$ cat src/rtl/pal_pkg.sv
// Shared types and constants for the PAL configuration loader.
// Build option: PAL_CFG_CRC_EN adds CRC-8 checking of the bitstream.
package pal_pkg;

  typedef enum logic [2:0] {
    ST_IDLE,
    ST_LOAD,
    ST_SHIFT,
    ST_CHECK,
    ST_APPLY,
    ST_ERROR
  } state_t;

  localparam logic [7:0] CRC_POLY = 8'h07;

  function automatic int cfg_bits(
    input int n,
    input int p,
    input int m
  );
    return 2 * n * p + p * m;
  endfunction

endpackage

$ cat src/rtl/pal_cfg_loader_if.sv
// Word handshake between the configuration source and the loader.
// Build option PAL_CFG_CRC_EN does not change this interface.
interface pal_cfg_loader_if #(
  parameter int W = 8
);
  logic [W-1:0] WORD_IN;
  logic         WORD_VALID;
  logic         WORD_READY;

  modport master (
    output WORD_IN,
    output WORD_VALID,
    input  WORD_READY
  );

  modport slave (
    input  WORD_IN,
    input  WORD_VALID,
    output WORD_READY
  );
endinterface

$ cat src/rtl/pal_cfg_crc8.sv
// Serial CRC-8 (poly 0x07, init 0x00), one bit per enabled cycle.
// Only instantiated when PAL_CFG_CRC_EN is defined.
module pal_cfg_crc8
  import pal_pkg::*;
(
  input  logic       clk,
  input  logic       rst,
  input  logic       clr,
  input  logic       en,
  input  logic       bit_in,
  output logic [7:0] crc
);

  logic fb;

  assign fb = crc[7] ^ bit_in;

  always_ff @(posedge clk) begin
    if (rst || clr) begin
      crc <= 8'h00;
    end else if (en) begin
      crc <= {crc[6:0], 1'b0} ^ (fb ? CRC_POLY : 8'h00);
    end
  end

endmodule

$ cat src/rtl/pal_cfg_loader.sv
// Serializes configuration words onto the PAL CFG pin, then raises EN.
// Build option PAL_CFG_CRC_EN: trailing CRC-8 word checked before apply.
module pal_cfg_loader
  import pal_pkg::*;
#(
  parameter int N = 8,
  parameter int M = 4,
  parameter int P = 15,
  parameter int W = 8
) (
  input  logic CLK,
  input  logic RES,
  input  logic START,
  pal_cfg_loader_if.slave wif,
  output logic CFG_OUT,
  output logic CFG_SHIFT,
  output logic CFG_APPLY,
  output logic BUSY,
  output logic ERR
);

  localparam int CFG_BITS = cfg_bits(N, P, M);
  localparam int CNT_W = $clog2(CFG_BITS + 1);
  localparam int IDX_W = $clog2(W);
  localparam logic [CNT_W-1:0] CNT_LAST = CNT_W'(CFG_BITS - 1);
  localparam logic [IDX_W-1:0] IDX_LAST = IDX_W'(W - 1);

  state_t           state, state_d;
  logic [W-1:0]     shreg, shreg_d;
  logic [CNT_W-1:0] cnt, cnt_d;
  logic [IDX_W-1:0] idx, idx_d;
  logic             clr;

  always_ff @(posedge CLK) begin
    if (RES) begin
      state <= ST_IDLE;
      shreg <= '0;
      cnt   <= '0;
      idx   <= '0;
    end else begin
      state <= state_d;
      shreg <= shreg_d;
      cnt   <= cnt_d;
      idx   <= idx_d;
    end
  end

`ifdef PAL_CFG_CRC_EN
  logic [7:0] crc;

  pal_cfg_crc8 u_crc (
    .clk    (CLK),
    .rst    (RES),
    .clr    (clr),
    .en     (CFG_SHIFT),
    .bit_in (shreg[0]),
    .crc    (crc)
  );
`endif

  always_comb begin
    state_d = state;
    shreg_d = shreg;
    cnt_d   = cnt;
    idx_d   = idx;
    clr     = 1'b0;
    unique case (state)
`ifdef PAL_CFG_CRC_EN
      ST_IDLE, ST_APPLY, ST_ERROR: begin
`else
      ST_IDLE, ST_APPLY: begin
`endif
        if (START) begin
          clr     = 1'b1;
          cnt_d   = '0;
          state_d = ST_LOAD;
        end
      end
      ST_LOAD: begin
        if (wif.WORD_VALID) begin
          shreg_d = wif.WORD_IN;
          idx_d   = '0;
          state_d = ST_SHIFT;
        end
      end
      ST_SHIFT: begin
        shreg_d = shreg >> 1;
        cnt_d   = cnt + CNT_W'(1);
        idx_d   = idx + IDX_W'(1);
        if (cnt == CNT_LAST) begin
`ifdef PAL_CFG_CRC_EN
          state_d = ST_CHECK;
`else
          state_d = ST_APPLY;
`endif
        end else if (idx == IDX_LAST) begin
          state_d = ST_LOAD;
        end
      end
`ifdef PAL_CFG_CRC_EN
      ST_CHECK: begin
        if (wif.WORD_VALID) begin
          state_d = (wif.WORD_IN[7:0] == crc) ? ST_APPLY : ST_ERROR;
        end
      end
`endif
      default: state_d = ST_IDLE;
    endcase
  end

  assign wif.WORD_READY = (state == ST_LOAD) || (state == ST_CHECK);
  assign CFG_SHIFT = (state == ST_SHIFT);
  assign CFG_OUT   = CFG_SHIFT & shreg[0];
  // START drops EN in its own cycle so the PAL never runs a half-loaded plane
  assign CFG_APPLY = (state == ST_APPLY) & ~START;
  assign BUSY      = (state == ST_LOAD) || (state == ST_SHIFT) ||
                     (state == ST_CHECK);
`ifdef PAL_CFG_CRC_EN
  assign ERR = (state == ST_ERROR);
`else
  assign ERR = 1'b0;
`endif

endmodule

$ cat src/flat_wrapper.sv
// flat-port wrapper written by rule: the top's interface ports become plain ports
module pal_cfg_loader_flat import pal_pkg::*;
#(
  parameter int N = 8,
  parameter int M = 4,
  parameter int P = 15,
  parameter int W = 8
)
  (CLK, RES, START, CFG_OUT, CFG_SHIFT, CFG_APPLY, BUSY, ERR, wif_WORD_IN, wif_WORD_VALID, wif_WORD_READY);
  pal_cfg_loader_if #(.W(W)) wif_i ();
  input  logic CLK;
  input  logic RES;
  input  logic START;
  output logic CFG_OUT;
  output logic CFG_SHIFT;
  output logic CFG_APPLY;
  output logic BUSY;
  output logic ERR;
  input wire logic [$bits(wif_i.WORD_IN)-1:0] wif_WORD_IN;
  input wire logic [$bits(wif_i.WORD_VALID)-1:0] wif_WORD_VALID;
  output wire logic [$bits(wif_i.WORD_READY)-1:0] wif_WORD_READY;
  assign wif_i.WORD_IN = wif_WORD_IN;
  assign wif_i.WORD_VALID = wif_WORD_VALID;
  assign wif_WORD_READY = wif_i.WORD_READY;
  pal_cfg_loader #(.N(N), .M(M), .P(P), .W(W)) u_core (.CLK(CLK), .RES(RES), .START(START), .wif(wif_i), .CFG_OUT(CFG_OUT), .CFG_SHIFT(CFG_SHIFT), .CFG_APPLY(CFG_APPLY), .BUSY(BUSY), .ERR(ERR));
endmodule
$ cat config.mk
export PLATFORM = sky130hd
export DESIGN_NAME = pal_cfg_loader_flat
export DESIGN_NICKNAME = d
export VERILOG_FILES = /design/src/rtl/pal_pkg.sv /design/src/rtl/pal_cfg_loader_if.sv /design/src/rtl/pal_cfg_crc8.sv /design/src/rtl/pal_cfg_loader.sv /design/src/flat_wrapper.sv
export SDC_FILE = /design/constraint.sdc
export NUM_CORES = 1
export LEC_CHECK = 0
export CAP_MARGIN = 20
export CORE_MARGIN = 3
export CORE_UTILIZATION = 29
export DETAILED_ROUTE_END_ITERATION = 8
export GPL_ROUTABILITY_DRIVEN = 0
export GPL_TIMING_DRIVEN = 0
export PLACE_DENSITY_LB_ADDON = 0.1
export SYNTH_ARGS = -nofsm -noshare
export SYNTH_HDL_FRONTEND = slang
export SYNTH_SLANG_ARGS = --single-unit
$ cat constraint.sdc
create_clock -name CLK -period 2.2 [get_ports CLK]
set_input_delay 0.55 -clock CLK [delete_from_list [all_inputs] [get_ports CLK]]
set_output_delay 0.55 -clock CLK [all_outputs]
set_load 0.03 [all_outputs]
==> impl_metrics.csv <==
group,metric,value,unit
outcome,outcome,"completed",
yosys,netlist_instances,132,
worst_setup_path,rr_startpoint,"u_core.cnt[0]$_SDFFE_PP0P_",
yosys,seq_area_frac_synth,40.8,%
layout,drive_gt1_share,15.1,%
sta,tightest_slew,688,ps
sta,rsz0062_at_grt,"no",
place,pre_cts_ws,-423,ps
yosys,synth_top_family_by_area,"simple AND/OR/NAND/NOR gates",
worst_setup_path,cp.arrival,1580,ps
drt,drc,0,
layout,final_common_cell,"dfxtp_1",
sta,min_period,2130,ps
sta,setup_violations,0,
floorplan,dieArea,4680,µm²
min_path,hold_path_startpoint,"u_core.cnt[8]$_SDFFE_PP0P_",
yosys,yosys.area_share.xor_xnor,0,%
layout,nFillCells,403,
min_path,hp-class,"reg -> reg",
place,dp_hpwl,1.80,mm
layout,layout_common_cells,"22 x dfxtp_1, 18 x nor2_1, 14 x a21oi_1",
floorplan,start_util,30.4,%
clock_network,clk_path_buf_depth,2,
clock_network,clk_pin_slew,80,ps
floorplan,die_w,68.4,µm
layout,finish.utilization,37.9,%
place,portBuffers,16,
drt,routed_wl,2.53,mm
yosys,avgSynthCellArea,8.55,µm²
yosys,synth_nets,147,
worst_setup_path,path_max_fanout,5,
sta,timing.final.crit_share,96.7,%
worst_setup_path,required,1650,ps
yosys,yosys_warnings,0,
layout,diodes,0,
sta,timing.setup.tns,0,ps
floorplan,core-area,3720,µm²
sta,slew_viol_final,0,
sta,max_freq,0.470,GHz
sta,relSlewSlack,53.7,%
clock_network,cts_root_buffer,"clkbuf_8",
global_route,grtUsageTotal,12.5,%
clock_network,clk_latency,260,ps
worst_setup_path,cp-start-kind,"primary input",
yosys,synth_compound_area_share,21.7,%
global_route,antenna_found_initial,0,
power,p_leak,0.549,nW
sta,clock_skew,2.39,ps
clock_network,cts_tree,"yes",
drt,drt_iter0_drc,67,
layout,area_growth,24.7,%
power,power.density,609,nW/µm²
global_route,grt_pass1_vias,913,
drt,viasPerCell,4.96,
sta,setup_slack,72.3,ps
worst_setup_path,startpoint,"START",
drt,wl_per_cell,12.6,µm
floorplan,ios,18,
power,worst_ir_drop_vdd,0.000234,V
layout,nets,168,
global_route,grt_max_degree,14,
yosys,synth.mux.area_fraction,1.77,%
yosys,yosys.area_share.adder,3.33,%
yosys,synth_seq_cells,23,
drt,first_pass_iters,4,
power,power.total,857,µW
floorplan,dieHeight,68.4,µm
clock_network,numCtsBuffers,3,
run,cap_viol_max_count,0,
yosys,synth_cell_types,37,
clock_network,ctsHtreeMaxLevel,1,
clock_network,cts.sinks,23,
drt,ant_nets,0,
worst_setup_path,end_kind,"output port",
sta,finalHoldViolCount,0,
global_route,grt_pass1_wl,4.38,mm
yosys,syn_area,1130,µm²
yosys,synthSimpleGateAreaFrac,25.2,%
floorplan,num_rows,22,
global_route,grt.overflow.total,0,
worst_setup_path,critPathKind,"in -> out",
drt,vias,991,
[final timing paths]
kind / end / slack (ps) / cells past startpoint
worst min-delay path: u_core.cnt[8]$_SDFFE_PP0P_ / 480 / 1
worst min register to register: u_core.cnt[8]$_SDFFE_PP0P_ / 480 / 1
worst max-delay path: CFG_APPLY / 70 / 3
worst max register to register: u_core.state[0]$_SDFFE_PP0P_ / 460 / 5
[cell usage after synthesis]
master     number  area share, %
a211oi_1        6            4.0
a211oi_2        1            1.1
a21oi_1        14            6.2
a22oi_1         2            1.3
a311oi_1        1           0.78
a311oi_2        1            1.3
and2_1          2            1.1
and3_1          2            1.1
and4bb_2        2            2.2
buf_2           2           0.89
buf_4           3            2.0
buf_6           1            1.0
buf_8           1            1.3
clkbuf_1        2           0.67
conb_1          1           0.33
dfxtp_1        23             41
ha_1            3            3.3
inv_1           2           0.67
inv_2           1           0.33
mux2i_1         2            1.8
nand2_1        13            4.3
nand2b_1        4            2.2
nand3_1         5            2.2
nand4bb_1       1            1.0
nor2_1         18            6.0
nor2b_1         1           0.55
nor3_1          4            1.8
nor4_1          1           0.55
nor4b_1         1           0.78
o211a_1         1           0.89
o211ai_1        2            1.3
o21a_1          2            1.3
o22ai_1         1           0.55
o31ai_1         2            1.3
o41ai_1         2            1.6
or2_1           1           0.55
or3b_1          1           0.78
[kinds of logic after synthesis]
| group | Yosys count |
|---|---|
| and+or+nand+nor | 56 |
| AOI/OAI and AO/OA | 35 |
| DFF | 23 |
| buffers and inverters | 12 |
| adders and majority gates | 3 |
| muxes | 2 |
| other | 1 |
[registers in the layout, indices dropped and copies added, names as in the netlist]
signal and count:
u_core.cnt 9, u_core.state 3, u_core.idx 3, u_core.shreg 8
[layout make-up]
type	count	area, µm²	share of cell area, %
sequential	23	462	32.8
tap	48	60.1	4.27
multi-input combinational	97	602	42.8
clock inverter	1	5.00	0.356
buffer	8	65.1	4.62
inverter	3	11.3	0.800
timing repair buffer	17	161	11.5
clock buffer	3	41.3	2.93
[critical path, stage by stage]
cell	delay, ps
clkdlybuf4s50_1	500
nor4b_2	310
buf_4	220
[power breakdown]
group          internal [mW]  switching, mW
clock network          0.127          0.143
logic                 0.0669         0.0782
registers              0.434        0.00900
total                  0.628          0.230
[timing repair]
| action | CTS | global route |
|---|---|---|
| setup buffers | 1 | 0 |
| cloned | 0 | 0 |
| endpoints found under the setup margin | 3 | 3 |
| pin swaps | 1 | 0 |
| gates resized for setup | 24 | 2 |
| hold buffers | 0 | 0 |
[metrics by stage]
stage	cell area (µm²)	hold slack [ps]	cells
after floorplan	1130	443	132
after global placement	1360	462	196
after detailed placement	1360	472	196
after CTS	1420	485	201
after global routing	1410	520	200
final	1410	483	200
[metal layers]
metal,vias to the layer above,global-route usage (%),part of all wire [%]
met3,4,1.97,2.7
met1,464,18.1,51
met2,12,18.8,45
met4,0,3.72,1.1
met5,-,0,0
li1,511,-,-
Power figures use the tool's default switching activity.
==> edit 1, RTL diff (same flow settings) <==
`W` is set to 8 in 3 places; all go to 32.
--- a/src/rtl/pal_cfg_loader_if.sv
+++ b/src/rtl/pal_cfg_loader_if.sv
@@ -1,7 +1,7 @@
 // Word handshake between the configuration source and the loader.
 // Build option PAL_CFG_CRC_EN does not change this interface.
 interface pal_cfg_loader_if #(
-  parameter int W = 8
+  parameter int W = 32
 );
   logic [W-1:0] WORD_IN;
   logic         WORD_VALID;
--- a/src/rtl/pal_cfg_loader.sv
+++ b/src/rtl/pal_cfg_loader.sv
@@ -6,7 +6,7 @@
   parameter int N = 8,
   parameter int M = 4,
   parameter int P = 15,
-  parameter int W = 8
+  parameter int W = 32
 ) (
   input  logic CLK,
   input  logic RES,
--- a/src/flat_wrapper.sv
+++ b/src/flat_wrapper.sv
@@ -4,7 +4,7 @@
   parameter int N = 8,
   parameter int M = 4,
   parameter int P = 15,
-  parameter int W = 8
+  parameter int W = 32
 )
   (CLK, RES, START, CFG_OUT, CFG_SHIFT, CFG_APPLY, BUSY, ERR, wif_WORD_IN, wif_WORD_VALID, wif_WORD_READY);
   pal_cfg_loader_if #(.W(W)) wif_i ();
Interface: changed (resized wif_WORD_IN); port bits go from 18 to 42. The function was not compared with the original's and may differ.
==> edit 1 against the original RTL <==
Clock power rose by 150%; routed wire length up 94%; critical path depth grew 2; via count is 81% higher; hold slack worse by 25 ps; area after synthesis up 92%; setup slack better by 0.94 ps; design area up 100%; count of clock-buffer cells in the layout rose by 4; sequential cell count increased by 26; power grew 120%; critical path type is now reg2out; highest routed layer unchanged.
==> edit 1: results (changes against the original RTL) <==
run_status:
  status: "completed"
synthesis:
  syn-mean-instance-area_um2: 9.924  # +16%
  synth_cell_types: 47  # +27%
  synth-main-ff-cell: "dfxtp_1"
  synth_fp_nets: 257  # +75%
  muxShareOfSynthArea_pct: 0.9832  # -0.79 points
  synthTopCellsByCount: "dfxtp_1, a21o_1, a22o_1"
  yosysSeqAreaShare_pct: 45.34  # +4.5 points
  synthTopCellsByArea: "dfxtp_1, a22o_1, a21o_1"
  synth_compound_area_share_pct: 30.25  # +8.5 points
  synthAdderAreaFrac_pct: 1.735  # -1.6 points
power:
  leakagePower_nw: 1.317  # +140%
  clkPwrFrac_pct: 35.2  # +3.8 points
  powerComb_mw: 0.278  # +92%
  vdd_drop_max_uv: 274.4  # +17%
  switchingPower_mw: 0.4578  # +99%
  powerClk_mw: 0.671  # +150%
setup_path:
  critical-path-slowest-cell: "or3b_4"
  cp_slowest_stage_delay_ps: 430  # -70 ps
  crit_fanout: 10  # +5
  cpLargestDelayFamily: "simple AND/OR/NAND/NOR gates"
  arrival_ps: 1580  # about the same
cts:
  h-tree-depth: 2  # +1
  insertion_delay_ps: 310  # +50 ps
  numCtsBuffers: 5  # +2
finish:
  finalNetCount: 308  # +83%
  largestRegisters: "u_core.shreg x32, u_core.cnt x9, u_core.idx x5"
  drive_above_1_share_pct: 15.93  # +0.79 points
global_routing:
  grt_max_degree: 15  # +1
  use_met3_pct: 3.574  # +1.6 points
  grt_pass1_wl_um: 8342  # +90%
  grtUsageTotal_pct: 12.23  # -0.26 points
  use_met2_pct: 20.12  # +1.3 points
  grtUsageMet1_pct: 15.12  # -3.0 points
placement:
  io_buffers: 39  # +23
  place_area_mm2: 0.002674  # +97%
  dpl.hpwl_um: 3389  # +88%
  dp_slack_ps: -398.0  # +25.15 ps
  dp.cells: 353  # +80%
route:
  met2_length_um: 2262  # +99%
  drtAntennaViolNets: 0  # unchanged
  wl_met3_um: 279  # +300%
  drtIter0Drc: 82  # +22%
  wl_met1_um: 2306  # +78%
  viasPerCell: 4.910  # -0.91%
  dr.pass1.iters: 4  # unchanged
  routed-via-count: 1797  # +81%
  top_layer: "met4"
  wire_per_inst_um: 13.42  # +6.1%
sta:
  tightestPinTransition_ps: 592.2  # -95.57 ps
  fin_skew_ps: 12.11  # +9.714 ps
job:
  drv_cap: 0  # unchanged
worst_hold_path:
  hold_path.class: "reg2reg"
-- edit 1: cell count changes after synthesis, sizes merged, moves of 8 or more --
cell   before  now
a21o        0   26
a22o        0   26
buf         7   15
dfxtp      23   49
nand2      13    5
-- edit 1: worst paths after layout --
kind | end | start | cells after the start | slack [ps]
max | CFG_OUT | u_core.state[2] | 5 | 70
min | u_core.shreg[23] | u_core.shreg[23] | 1 | 460
max reg2reg | u_core.shreg[27] | u_core.state[1] | 8 | 500
min reg2reg | u_core.shreg[23] | u_core.shreg[23] | 1 | 460
-- edit 1: timing repair --
action	CTS	global route
setup endpoints to repair	5	1
gates resized for setup	24	1
gates cloned	0	0
buffers inserted	3	3
pin swaps	1	1
-- edit 1: final cells by class --
type / instances / area (um2)
clock inverter: 1 / 30.03
clock buffer: 7 / 86.33
timing repair buffer: 45 / 424.2
fill: 750 / 4192
inverter: 3 / 13.76
sequential: 49 / 983.4
tap: 96 / 120.1
multi-input combinational: 148 / 1062
buffer: 17 / 107.6
==> edit 2, RTL diff (config.mk and constraints unchanged) <==
Made on the original files. Re-encode `state_t` (6 states) as Gray code, 3 bits wide.
--- a/src/rtl/pal_pkg.sv
+++ b/src/rtl/pal_pkg.sv
@@ -3,12 +3,12 @@
 package pal_pkg;
 
   typedef enum logic [2:0] {
-    ST_IDLE,
-    ST_LOAD,
-    ST_SHIFT,
-    ST_CHECK,
-    ST_APPLY,
-    ST_ERROR
+    ST_IDLE  = 3'b000,
+    ST_LOAD  = 3'b001,
+    ST_SHIFT = 3'b011,
+    ST_CHECK = 3'b010,
+    ST_APPLY = 3'b110,
+    ST_ERROR = 3'b111
   } state_t;
 
   localparam logic [7:0] CRC_POLY = 8'h07;
Behaviour: no difference found for any inputs over 10 cycles, from zero or initial values; not proved beyond that.
==> edit 2 against the original RTL <==
Hold slack worse by 1.5 ps; area after synthesis up 7.9%; critical endpoint unchanged; setup slack better by 63 ps; highest routed layer unchanged; routed wire length up 10%; design area up 4.5%; critical path type unchanged; sequential cell count unchanged; power down 4.5%; register-to-register slack better by 20 ps.
==> edit 2: results (changes against the original RTL) <==
finish:
  fillers: 422  # +4.7%
  n_antenna_cell: 0  # unchanged
  drive_above_1_share_pct: 10.24  # -4.9 points
  finalNetCount: 182  # +8.3%
placement:
  place_area_mm2: 0.001438  # +6.1%
  dp.cells: 210  # +7.1%
  dpl.hpwl_um: 2052  # +14%
cts:
  cts.reportedPaths.clkPinSlew_ps: 80  # about the same
  cts_resized: 8  # -67%
  postCtsSetupBuffers: 0  # -1
route:
  wl_um: 2790  # +10%
  drtIter0Drc: 27  # -60%
  wire_per_inst_um: 13.04  # +3.1%
  dr.pass1.iters: 4  # unchanged
  routed-via-count: 1113  # +12%
sta:
  fin_skew_ps: 3.797  # +1.404 ps
  tightestPinTransition_ps: 562.9  # -124.9 ps
synthesis:
  synth_compound_area_share_pct: 19.42  # -2.3 points
  synth_fp_nets: 161  # +9.5%
  synthAdderAreaFrac_pct: 3.083  # -0.24 points
  synthTopCellsByArea: "dfxtp_1, nor2_1, mux2i_1"
  synthTopCellsByCount: "nor2_1, dfxtp_1, nand3_1"
  muxShareOfSynthArea_pct: 5.755  # +4.0 points
  synth_cell_types: 39  # +5.4%
  yosysSeqAreaShare_pct: 37.82  # -3.0 points
  synth_top_area_cell: "dfxtp_1"
  syn-mean-instance-area_um2: 8.338  # -2.5%
  synthXorXnorAreaFrac_pct: 1.439  # +1.4 points
global_routing:
  grt_pass1_wl_um: 4954  # +13%
  grtUsageTotal_pct: 12.04  # -0.45 points
  antenna_found_initial: 0  # unchanged
setup_path:
  arrival_ps: 1510  # -70 ps
  cp_slowest_stage_delay_ps: 420  # -80 ps
  reg2reg_slack_ps: 480  # +20 ps
  crit_fanout: 3  # -2
power:
  vdd_drop_max_uv: 206.3  # -12%
  leakagePower_nw: 0.5625  # +2.4%
run_status:
  status: "completed"
worst_hold_path:
  hold_path.class: "reg2reg"
## edit 2: cell count changes after synthesis, sizes merged, moves of 4 or more
cell / change
a21oi: -6
a31oi: +4
mux2i: +5
nand2: -7
nand3: +5
nor2: +6
## edit 2: per-stage QoR
stage / setup TNS [ps] / hold slack, ps / worst slack [ps] / utilization [%] / power (mW)
2_1_floorplan: 0 / 450.7 / 470.8 / - / 0.5194
3_3_place_gp: -316.3 / 468.6 / -316.3 / 37.31 / 0.5644
4_1_cts: 0 / 492.3 / 46.48 / 38.44 / 0.8316
6_report: 0 / 482.0 / 135.1 / 38.18 / 0.8187
3_5_place_dp: -313.0 / 478.4 / -313.0 / 37.31 / 0.5662
5_1_grt: 0 / 530.8 / 22.88 / 38.18 / 0.8633
## edit 2: path summary, 6_finish.rpt
check                      from         endpoint  cells past startpoint
setup / recovery          START        CFG_APPLY                      5
hold / removal    u_core.cnt[8]    u_core.cnt[8]                      2
setup reg to reg  u_core.cnt[1]  u_core.state[0]                      5
hold reg to reg   u_core.cnt[8]    u_core.cnt[8]                      2
## edit 2: final cells by class
type / instances / area share [%]
inverter: 6 / 1.616
tap: 48 / 4.082
buffer: 9 / 3.827
timing repair buffer: 16 / 9.949
clock inverter: 1 / 0.3401
clock buffer: 3 / 2.806
multi-input combinational: 108 / 46.09
sequential: 23 / 31.29
## edit 2: metal layers
layer	part of all wire, %	up-vias	GRT usage (%)
met5	0	-	0
met2	44	24	18.54
li1	-	567	-
met1	50	515	16.55
met3	3.3	7	1.705
met4	2.4	0	5.637
## edit 2: power by group
| group | leakage (nW) | switching [mW] | internal [mW] |
|---|---|---|---|
| Clock | 0.0255 | 0.139 | 0.127 |
| Sequential | 0.186 | 0.00842 | 0.428 |
| Combinational | 0.351 | 0.0631 | 0.0535 |
| Total | 0.563 | 0.211 | 0.608 |
